### src/rtl/ltc2308_pkg.sv
// Shared types, constants and the result-coding function for the LTC2308 emulator.
package ltc2308_pkg;

  localparam int RESULT_W = 12;
  localparam int CFG_W    = 6;
  localparam int NUM_CH   = 8;

  // Config word bit positions: [5]S/D [4]O/S [3]S1 [2]S0 [1]UNI [0]SLP
  localparam int CFG_SD  = 5;
  localparam int CFG_OS  = 4;
  localparam int CFG_S1  = 3;
  localparam int CFG_S0  = 2;
  localparam int CFG_UNI = 1;
  localparam int CFG_SLP = 0;

  // Single-ended ch0, unipolar
  localparam logic [CFG_W-1:0] CFG_RESET = 6'b100010;

  typedef enum logic [1:0] {
    IDLE,
    CONV,
    READY,
    SHIFT
  } state_t;

  // Pick one 12-bit channel out of the packed channel bus
  function automatic logic [RESULT_W-1:0] ch_pick(
    input logic [NUM_CH*RESULT_W-1:0] ch,
    input logic [2:0]                 sel
  );
    return ch[32'(sel)*RESULT_W +: RESULT_W];
  endfunction

  // Converter output code for a given config and channel snapshot.
  // Single-ended: channel {S1,S0,O/S}, straight binary (UNI) or offset binary.
  // Differential: pair {S1,S0}, O/S chooses which member is the + input;
  // the 13-bit difference is clamped (UNI) or saturated to 12-bit signed.
  function automatic logic [RESULT_W-1:0] ltc_result(
    input logic [NUM_CH*RESULT_W-1:0] ch,
    input logic [CFG_W-1:0]           cfg
  );
    logic [2:0]          pos_sel;
    logic [2:0]          neg_sel;
    logic [RESULT_W-1:0] pos_v;
    logic [RESULT_W-1:0] neg_v;
    logic signed [12:0]  diff;
    logic [RESULT_W-1:0] res;
    pos_sel = {cfg[CFG_S1], cfg[CFG_S0], cfg[CFG_OS]};
    neg_sel = {cfg[CFG_S1], cfg[CFG_S0], ~cfg[CFG_OS]};
    pos_v   = ch_pick(ch, pos_sel);
    neg_v   = ch_pick(ch, neg_sel);
    diff    = $signed({1'b0, pos_v}) - $signed({1'b0, neg_v});
    if (cfg[CFG_SD]) begin
      res = cfg[CFG_UNI] ? pos_v : (pos_v ^ 12'h800);
    end else if (cfg[CFG_UNI]) begin
      res = diff[12] ? 12'h000 : diff[11:0];
    end else if (diff > 13'sd2047) begin
      res = 12'h7FF;
    end else if (diff < -13'sd2048) begin
      res = 12'h800;
    end else begin
      res = diff[11:0];
    end
    return res;
  endfunction

endpackage

### src/rtl/ltc2308_emulator_edge_sync.sv
// Two-flop synchronizer for an asynchronous pin plus a delayed copy for
// single-cycle rise/fall strobes.
module edge_sync (
  input  logic clk_i,
  input  logic rst_i,
  input  logic d_i,
  output logic level_o,
  output logic rise_o,
  output logic fall_o
);

  logic meta_q;
  logic sync_q;
  logic prev_q;

  // Synchronize the pin and keep last cycle's synchronized value
  always_ff @(posedge clk_i) begin
    if (rst_i) begin
      meta_q <= 1'b0;
      sync_q <= 1'b0;
      prev_q <= 1'b0;
    end else begin
      meta_q <= d_i;
      sync_q <= meta_q;
      prev_q <= sync_q;
    end
  end

  assign level_o = sync_q;
  assign rise_o  = sync_q & ~prev_q;
  assign fall_o  = ~sync_q & prev_q;

endmodule

### src/rtl/ltc2308_emulator.sv
// LTC2308 serial ADC responder: CONVST/SCK/SDI in, SDO out, with
// conversion timing, config capture and result coding of the real part.
module ltc2308_emulator
  import ltc2308_pkg::*;
#(
  parameter int CONV_CYCLES = 80
) (
  input  logic        clk_clk,
  input  logic        reset_reset,
  input  logic        adc_convst,
  input  logic        adc_sck,
  input  logic        adc_sdi,
  output logic        adc_sdo,
  output logic        adc_sdo_oe,
  input  logic [95:0] ch_value,
  output logic [5:0]  cfg_word,
  output logic [15:0] conv_count,
  output logic        err_early
);

  localparam int              CW       = $clog2(CONV_CYCLES + 1);
  localparam logic [CW-1:0]   CNT_LOAD = CW'(CONV_CYCLES - 1);

  // Synchronized pin views
  logic convst_lvl, convst_rise, convst_fall_unused;
  logic sck_lvl_unused, sck_rise, sck_fall;
  logic sdi_lvl, sdi_rise_unused, sdi_fall_unused;

  edge_sync u_sync_convst (
    .clk_i   (clk_clk),
    .rst_i   (reset_reset),
    .d_i     (adc_convst),
    .level_o (convst_lvl),
    .rise_o  (convst_rise),
    .fall_o  (convst_fall_unused)
  );

  edge_sync u_sync_sck (
    .clk_i   (clk_clk),
    .rst_i   (reset_reset),
    .d_i     (adc_sck),
    .level_o (sck_lvl_unused),
    .rise_o  (sck_rise),
    .fall_o  (sck_fall)
  );

  edge_sync u_sync_sdi (
    .clk_i   (clk_clk),
    .rst_i   (reset_reset),
    .d_i     (adc_sdi),
    .level_o (sdi_lvl),
    .rise_o  (sdi_rise_unused),
    .fall_o  (sdi_fall_unused)
  );

  state_t              state_q;
  logic [CW-1:0]       cnt_q;
  logic [CFG_W-1:0]    cfg_q;
  logic [CFG_W-1:0]    pend_q;
  logic [RESULT_W-1:0] result_q;
  logic [3:0]          bit_cnt_q;
  logic [2:0]          cap_cnt_q;
  logic                sdo_q;
  logic                oe_q;
  logic [15:0]         count_q;
  logic                err_q;

  logic [CFG_W-1:0]    cfg_d;
  logic [RESULT_W-1:0] result_d;
  logic [CFG_W-1:0]    pend_d;
  logic                sdo_d;
  logic                start_conv;

  // SLP is held in cfg_word for software but never changes behaviour
  logic unused_slp;
  assign unused_slp = cfg_q[CFG_SLP];

  // Next-conversion config, its result, the SDI shift and the next SDO bit
  always_comb begin
    cfg_d = pend_q;
    // A frame that captured fewer than six SDI bits leaves the config alone
    if (state_q == SHIFT && cap_cnt_q != 3'(CFG_W)) cfg_d = cfg_q;
    result_d   = ltc_result(ch_value, cfg_d);
    pend_d     = {pend_q[CFG_W-2:0], sdi_lvl};
    sdo_d      = 1'b0;
    if (bit_cnt_q < 4'd11) sdo_d = result_q[4'd10 - bit_cnt_q];
    start_conv = convst_rise && (state_q == IDLE || state_q == SHIFT);
  end

  // Converter state machine with registered pin outputs
  always_ff @(posedge clk_clk) begin
    if (reset_reset) begin
      state_q   <= IDLE;
      cnt_q     <= '0;
      cfg_q     <= CFG_RESET;
      pend_q    <= CFG_RESET;
      result_q  <= '0;
      bit_cnt_q <= '0;
      cap_cnt_q <= '0;
      sdo_q     <= 1'b0;
      oe_q      <= 1'b0;
      count_q   <= '0;
      err_q     <= 1'b0;
    end else begin
      err_q <= 1'b0;
      if (start_conv) begin
        // CONVST wins over any SCK strobe in the same cycle
        state_q  <= CONV;
        cfg_q    <= cfg_d;
        pend_q   <= cfg_d;
        result_q <= result_d;
        cnt_q    <= CNT_LOAD;
        oe_q     <= 1'b0;
        sdo_q    <= 1'b0;
      end else begin
        case (state_q)
          IDLE: ;
          CONV: begin
            if (convst_rise) err_q <= 1'b1;
            if (cnt_q == '0) begin
              state_q <= READY;
              count_q <= count_q + 16'd1;
            end else begin
              cnt_q <= cnt_q - 1'b1;
            end
          end
          READY: begin
            if (!convst_lvl) begin
              state_q   <= SHIFT;
              oe_q      <= 1'b1;
              sdo_q     <= result_q[RESULT_W-1];
              bit_cnt_q <= '0;
              cap_cnt_q <= '0;
            end
          end
          SHIFT: begin
            if (sck_fall && bit_cnt_q < 4'd12) begin
              sdo_q     <= sdo_d;
              bit_cnt_q <= bit_cnt_q + 4'd1;
            end
            if (sck_rise && cap_cnt_q < 3'(CFG_W)) begin
              pend_q    <= pend_d;
              cap_cnt_q <= cap_cnt_q + 3'd1;
            end
          end
          default: state_q <= IDLE;
        endcase
      end
    end
  end

  assign adc_sdo    = sdo_q;
  assign adc_sdo_oe = oe_q;
  assign cfg_word   = cfg_q;
  assign conv_count = count_q;
  assign err_early  = err_q;

endmodule

### config.mk
export PLATFORM = sky130hd
export DESIGN_NAME = ltc2308_emulator
export DESIGN_NICKNAME = d
export VERILOG_FILES = /design/src/rtl/ltc2308_pkg.sv /design/src/rtl/ltc2308_emulator_edge_sync.sv /design/src/rtl/ltc2308_emulator.sv
export SDC_FILE = /design/constraint.sdc
export NUM_CORES = 1
export LEC_CHECK = 0
export ABC_AREA = 1
export ABC_CLOCK_PERIOD_IN_PS = 4600
export BUFFER_PORTS_ARGS = -buffer_cell sky130_fd_sc_hd__buf_4
export CELL_PAD_IN_SITES_DETAIL_PLACEMENT = 0
export CELL_PAD_IN_SITES_GLOBAL_PLACEMENT = 1
export CORE_UTILIZATION = 38
export DETAILED_ROUTE_END_ITERATION = 12
export PLACE_DENSITY_LB_ADDON = 0.05
export RECOVER_POWER = 50
export SYNTH_ARGS = -nofsm -noshare
export SYNTH_HDL_FRONTEND = slang
export SYNTH_SLANG_ARGS = --single-unit
### constraint.sdc
create_clock -name clk_clk -period 4.6 [get_ports clk_clk]
set_input_delay 0.69 -clock clk_clk [delete_from_list [all_inputs] [get_ports clk_clk]]
set_output_delay 0.69 -clock clk_clk [all_outputs]
set_load 0.03 [all_outputs]
==> results of run 1 <==
[cells in the mapped netlist, drive strengths merged (3+ instances only)]
| cell | instances |
|---|---|
| nand3 | 116 |
| xnor2 | 5 |
| nor3 | 9 |
| o211ai | 21 |
| a21oi | 39 |
| clkbuf | 7 |
| nand2 | 354 |
| a31oi | 24 |
| dfxtp | 67 |
| nor2 | 65 |
| ha | 22 |
| xor2 | 7 |
| o22ai | 3 |
| nand4 | 8 |
| buf | 38 |
| inv | 116 |
| o21ai | 61 |
[worst register-to-register path, stage by stage (launching register included)]
cell	delay, ps
dfxtp_1	380
ha_1	440
nand2_4	220
nand2_2	130
nand2_2	310
buf_4	330
nand2_1	70
o211ai_1	70
nand3_1	100
nand2_1	90
ha_1	230
fa_1	400
nand3b_1	170
nand2_1	150
nand2_1	80
nand2_1	110
nand2_1	70
nand2_1	190
inv_1	160
a21oi_1	150
nand2_1	70
nand2_1	50
nor2_1	50
nor2_1	80
[stage by stage]
| step | hold slack [ps] | cell area (um^2) |
|---|---|---|
| after CTS | 402 | 7100 |
| after global placement | 397 | 6830 |
| after detailed placement | 395 | 6830 |
| after floorplan | 388 | 5810 |
| after global routing | 422 | 7000 |
| final | 400 | 7000 |
[worst min path at each step]
| stage | from | end | depth (start not counted) |
|---|---|---|---|
| floorplan | u_sync_convst.meta_q | u_sync_convst.level_o | 2 |
| global route | u_sync_sck.meta_q | u_sync_sck.level_o | 2 |
| finish | u_sync_sck.meta_q | u_sync_sck.level_o | 2 |
| detailed placement | u_sync_sck.meta_q | u_sync_sck.level_o | 2 |
| CTS | u_sync_sck.meta_q | u_sync_sck.level_o | 2 |
| global placement | u_sync_sck.meta_q | u_sync_sck.level_o | 2 |
[area by class of cell]
cell class	count	area share
inverter	117	0.0628
tap	184	0.0329
multi-input combinational	753	0.534
clock buffer	14	0.0377
timing repair buffer	138	0.139
clock inverter	2	0.00143
sequential	67	0.192
[logic make-up (layout without fill, tap and decap cells)]
kind of cell	Yosys count	count (layout)
flops	67	67
simple gates	558	558
buf+inv	162	271
compound gates	160	160
fa+ha+maj	23	23
xor+xnor	12	12
[sequential cells by signal (all words and copies together) (netlist names)]
signal,flops
u_sync_sdi.meta_q,1
cap_cnt_q,3
u_sync_convst.meta_q,1
cfg_word,6
pend_q,6
u_sync_sck.prev_q,1
conv_count,16
u_sync_convst.prev_q,1
u_sync_sdi.level_o,1
u_sync_convst.level_o,1
adc_sdo_oe,1
u_sync_sck.level_o,1
u_sync_sck.meta_q,1
bit_cnt_q,4
err_early,1
result_q,12
cnt_q,7
adc_sdo,1
state_q,2
[where the power goes]
part / internal, uW / total (uW) / leakage, uW / switching [uW]
Combinational: 384 / 1050 / 0.00273 / 668
Clock: 393 / 636 / 0.000137 / 243
Sequential: 650 / 708 / 0.000544 / 58.5
[cells in the final DEF (no fill, tap or decap), types with 2 or more instances in the layout]
| cell | n |
|---|---|
| buf_12 | 3 |
| xnor2_1 | 5 |
| inv_2 | 2 |
| a211oi_1 | 2 |
| clkbuf_8 | 2 |
| buf_4 | 108 |
| inv_1 | 114 |
| nand3b_1 | 2 |
| o21ai_4 | 3 |
| o21bai_1 | 2 |
| ha_1 | 22 |
| nor2_2 | 2 |
| nand2_1 | 344 |
| nand4_1 | 7 |
| nand2_2 | 9 |
| o21a_1 | 2 |
| nor2_1 | 60 |
| nor3_1 | 8 |
| clkbuf_16 | 9 |
| nand3_1 | 114 |
| clkbuf_1 | 30 |
| a31oi_1 | 24 |
| clkinv_2 | 2 |
| o221ai_1 | 2 |
| o21ai_0 | 39 |
| o21ai_1 | 18 |
| nor2_4 | 3 |
| xor2_1 | 7 |
| o211ai_1 | 21 |
| a21oi_1 | 38 |
| dfxtp_1 | 67 |
| o22ai_1 | 3 |
| nand3_2 | 2 |
[metal layers]
metal,vias up,share of wire,track usage
met1,2897,0.52,0.351
met4,0,0.0054,0.0359
li1,3410,-,-
met2,148,0.43,0.358
met5,-,0,0
met3,11,0.043,0.0467
==> flow_metrics.tcl, run 1 <==
set metrics [dict create \
    status "complete, but fails checks" \
    violations "DRC" \
    io_buffer_count 125 \
    firstDrtPassIters 8 \
    cpPeakStageDelay_ps 440 \
    ys_warn_count 0 \
    fp.dieH_um 126 \
    antenna_found_initial 0 \
    finalHoldViolCount 0 \
    crit_cells 23 \
    numCtsBuffers 9 \
    initial_core_util 0.394 \
    skew_ps 5.03 \
    post-place-ws_ps 495 \
    maxSlewViolCount 0 \
    cts_hold_buf 0 \
    place_congestion 0.837 \
    cp-end-kind "flip-flop" \
    synth_area_per_cell_um2 5.92 \
    synth-simple-area-share 0.409 \
    postCtsSetupRepairBufs 0 \
    cts_tree "built" \
    reg2reg_depth 23 \
    cp_slowest_cell "ha_1" \
    rr_startpoint "state_q[0]" \
    fill_cells 1636 \
    insertedDiodeCount 0 \
    ctsHtreeMaxLevel 3 \
    die_area_mm2 0.0158 \
    ant_nets 0 \
    synth-compound-area-share 0.164 \
    slew_headroom 0.214 \
    peakVddDrop_v 0.000177 \
    critPathBufInv 2 \
    grt-ovfl-total 0 \
    cts_root_buf "clkbuf_16" \
    wl_um 18000 \
    hold_path.class "flip-flop to flip-flop" \
    clockBufferDepth 2 \
    rows 44 \
    cts.reportedPaths.clkPinSlew_ps 50 \
    syn_nets 1106 \
    seq_area_mm2 0.00134 \
    syn_to_final_growth_pct 20.3 \
    ys_ff_latch 67 \
    wire_per_inst_um 14.1 \
    r2r_end "result_q[11]" \
    cpMostUsedCell "nand2_1" \
    grt_pass1_vias 6073 \
    coreArea_mm2 0.0148 \
    dp_hpwl_um 14200 \
    vias_per_cell 5.07 \
    synth_top_family_by_area "simple AND/OR/NAND/NOR gates" \
    synth_edf_count 0 \
    reg2reg_slack_ps 450 \
    die_w_um 126 \
    cp_cell_sequence "ha_1 -> nand2_4 -> nand2_2 -> nand2_2 -> buf_4 -> nand2_1 -> o211ai_1 -> nand3_1 -> nand2_1 -> ha_1 -> fa_1 -> nand3b_1 -> nand2_1 -> nand2_1 -> nand2_1 -> nand2_1 -> nand2_1 -> inv_1 -> a21oi_1 -> nand2_1 -> nand2_1 -> nor2_1 -> nor2_1" \
    worstPathRequired_ps 4870 \
    worst_slack_ps 446 \
    cts-resized-gates 0 \
    rsz0062_at_grt "no" \
    synth_top_area_frac 0.231 \
    syn_area_mm2 0.00581 \
    layout.cells.non_filler 1275 \
    critPathKind "flip-flop to flip-flop" \
    first_iter_violations 483 \
    dp_cells 1259 \
    yosysUniqueCellTypes 46 \
    grt_pass1_wl_um 30100 \
    synth_xor_area_frac 0.0181 \
    synth_fa_ha_area_frac 0.0508 \
    grt_max_degree 48 \
    muxShareOfSynthArea 0 \
    synthArstFlopShare 0 \
    path_max_fanout 27 \
    clk_latency_ps 330 \
    finalCritPeriodShare 0.903 \
    track_usage 0.237 \
    cts.sinks 67 \
    syn_inst 982 \
    max_clock_freq_mhz 241 \
    crit_family "simple AND/OR/NAND/NOR gates" \
    fin_util 0.474 \
    yosys_most_used_dff "dfxtp_1" \
    startpoint_type "flip-flop" \
    p_per_area_mw_per_mm2 343 \
    fin_crit_ps 4150 \
    setup_violations 0 \
    maxCapViolations 0 \
    dr_total_vias 6466 \
    nNetsFinal 1210 \
    synth.largest_area_cell "dfxtp_1" \
    drive_above_1_share 0.139 \
    pin_count 126 \
    p_leak_uw 0.00341 \
    synth_area_leaders "dfxtp_1 23%, nand2_1 22%, nand3_1 9.7%, inv_1 7.4%, ha_1 4.7%" \
    crit_path_end "result_q[11]" \
    multi_input_area_mm2 0.00374 \
    worstMarginPinSlew_ps 1180 \
    yosysSeqAreaShare 0.231 \
    cp.arrival_ps 4420 \
    drc 1 \
    power_uw 2400 \
    tns_ps 0 \
    critPathLaunch "state_q[0]" \
]
No activity file was read; power rests on OpenSTA's default activity.
==> inputs of run 2 (changes only) <==
Settings changed: RECOVER_POWER 50 to default.
==> run 2 against run 1 <==
Against the previous run: the flow still finishes with violations (DRC); sequential share of layout area shrank 0.29 points; die area unchanged; hold slack is essentially flat; critical endpoint is now result_q[0]; register-to-register slack about the same; clock-buffer cell count unchanged; first-iteration DRC count down 1.7%; final cell count stayed put; core utilization up 0.72 points; largest power group unchanged; sequential cell count unchanged.
==> flow_metrics.tcl, run 2 (same netlist as run 1, synthesis figures left out) <==
set metrics [dict create \
    drive_above_1_share 0.165 \
    numCtsBuffers 9 \
    grt-ovfl-total 0 \
    tns_ps 0 \
    track_usage 0.237 \
    io_buffer_count 125 \
    initial_core_util 0.394 \
    cp_slowest_cell "ha_1" \
    finalHoldViolCount 0 \
    dp_hpwl_um 14200 \
    cpMostUsedCell "nand2_1" \
    wl_um 18000 \
    grt_pass1_vias 6073 \
    worstMarginPinSlew_ps 675 \
    largest_reg_flops 16 \
    max_clock_freq_mhz 241 \
    pwr-share-comb 0.442 \
    cp.arrival_ps 4430 \
    rows 44 \
    status "complete, but fails checks" \
    reg2reg_depth 23 \
    cts.sinks 67 \
    power.net_switching_uw 972 \
    cts_tree "built" \
    cts_hold_buf 0 \
    ant_nets 0 \
    setup_violations 0 \
    dr_total_vias 6444 \
    swShare 0.403 \
    crit_cells 23 \
    postCtsSetupRepairBufs 0 \
    violations "DRC" \
    pin_count 126 \
    grt_pass1_wl_um 30100 \
    cpPeakStageDelay_ps 430 \
    wire_per_inst_um 14.1 \
    first_iter_violations 475 \
    die_w_um 126 \
    coreArea_mm2 0.0148 \
    maxSlewViolCount 0 \
    final_common_cell "nand2_1" \
    insertedDiodeCount 0 \
    p_leak_uw 0.00352 \
    crit_family "simple AND/OR/NAND/NOR gates" \
    cp-end-kind "flip-flop" \
    worstPathRequired_ps 4870 \
    most-common-layout-cells "344 x nand2_1, 135 x buf_4, 114 x inv_1" \
    r2r_end "result_q[0]" \
    hold_path.class "flip-flop to flip-flop" \
    cts.reportedPaths.clkPinSlew_ps 50 \
    pwr-share-seq 0.294 \
    p_per_area_mw_per_mm2 340 \
    critPathKind "flip-flop to flip-flop" \
    reg2reg_slack_ps 450 \
    dp_cells 1259 \
    cts-resized-gates 0 \
    startpoint_type "flip-flop" \
    critPathBufInv 2 \
    skew_ps 5.14 \
    cp_cell_sequence "ha_1 -> nand2_4 -> nand2_2 -> nand2_2 -> buf_4 -> nand2_1 -> o211ai_1 -> nand3_1 -> nand2_1 -> ha_1 -> fa_1 -> nand3b_1 -> nand2_1 -> nand2_1 -> nand2_1 -> nand2_1 -> nand2_1 -> inv_1 -> nand2_2 -> nand2_1 -> nand2_1 -> nand2_1 -> nand2_1" \
    min_to "u_sync_sck.level_o" \
    place_congestion 0.837 \
    peakVddDrop_v 0.000177 \
    antenna_found_initial 0 \
    drc 1 \
    clockBufferDepth 2 \
    nNetsFinal 1210 \
    ctsHtreeMaxLevel 3 \
    postLayoutCellArea_mm2 0.00710 \
    path_max_fanout 27 \
    hold_depth 2 \
    fin_crit_ps 4150 \
    layout.cells.non_filler 1275 \
    clk_latency_ps 330 \
    internal_power_uw 1440 \
    die_area_mm2 0.0158 \
    fp.dieH_um 126 \
    rsz0062_at_grt "no" \
    syn_to_final_growth_pct 22.2 \
    rr_startpoint "state_q[0]" \
    cts_root_buf "clkbuf_16" \
    maxCapViolations 0 \
    place_area_mm2 0.00683 \
    firstDrtPassIters 9 \
    slew_headroom 0.548 \
    grt_max_degree 48 \
    finalCritPeriodShare 0.903 \
    min_from "u_sync_sck.meta_q" \
    vias_per_cell 5.05 \
    p_clk_frac 0.265 \
]
run 2: worst max-delay path by stage:
stage                      start            to
floorplan           cap_cnt_q[0]  result_q[11]
global placement      state_q[1]   result_q[0]
detailed placement    state_q[0]   result_q[0]
CTS                   state_q[0]   result_q[0]
global route          state_q[1]   result_q[3]
finish                state_q[0]   result_q[0]
run 2: cell type report:
class                      instances  area, um^2
clock buffer                      14         264
timing repair buffer             138        1070
fill                            1609        7650
inverter                         117         439
tap                              184         230
multi-input combinational        753        3740
clock inverter                     2        10.0
sequential                        67        1340
run 2: layer usage:
layer / track usage / vias up / share of wire
met5: 0 / - / 0
met4: 0.0359 / 0 / 0.0052
met1: 0.351 / 2883 / 0.52
met2: 0.358 / 146 / 0.43
li1: - / 3406 / -
met3: 0.0467 / 9 / 0.044
run 2: power groups by stage:
stage          sequential, uW  combinational, uW  clock, uW
2_1_floorplan             728                756          0
3_3_place_gp              720               1070          0
3_5_place_dp              720               1060          0
4_1_cts                   708               1070        650
5_1_grt                   720               1220        680
6_report                  709               1060        638
run 2: worst register-to-register path: cells and delay by family, from the launching register on:
kind | cells | cell delay [ps]
compound gates | 1 | 70
simple gates | 17 | 2100
buf+inv | 2 | 490
flops | 1 | 380
fa+ha+maj | 3 | 1060
run 2: per-stage QoR:
stage	setup WS, ps	hold WS, ps	total power, uW	util
global placement	569	397	1790	0.463
floorplan	1270	388	1480	-
finish	447	400	2410	0.481
CTS	466	402	2430	0.481
detailed placement	495	395	1780	0.463
global route	3.51	422	2620	0.481
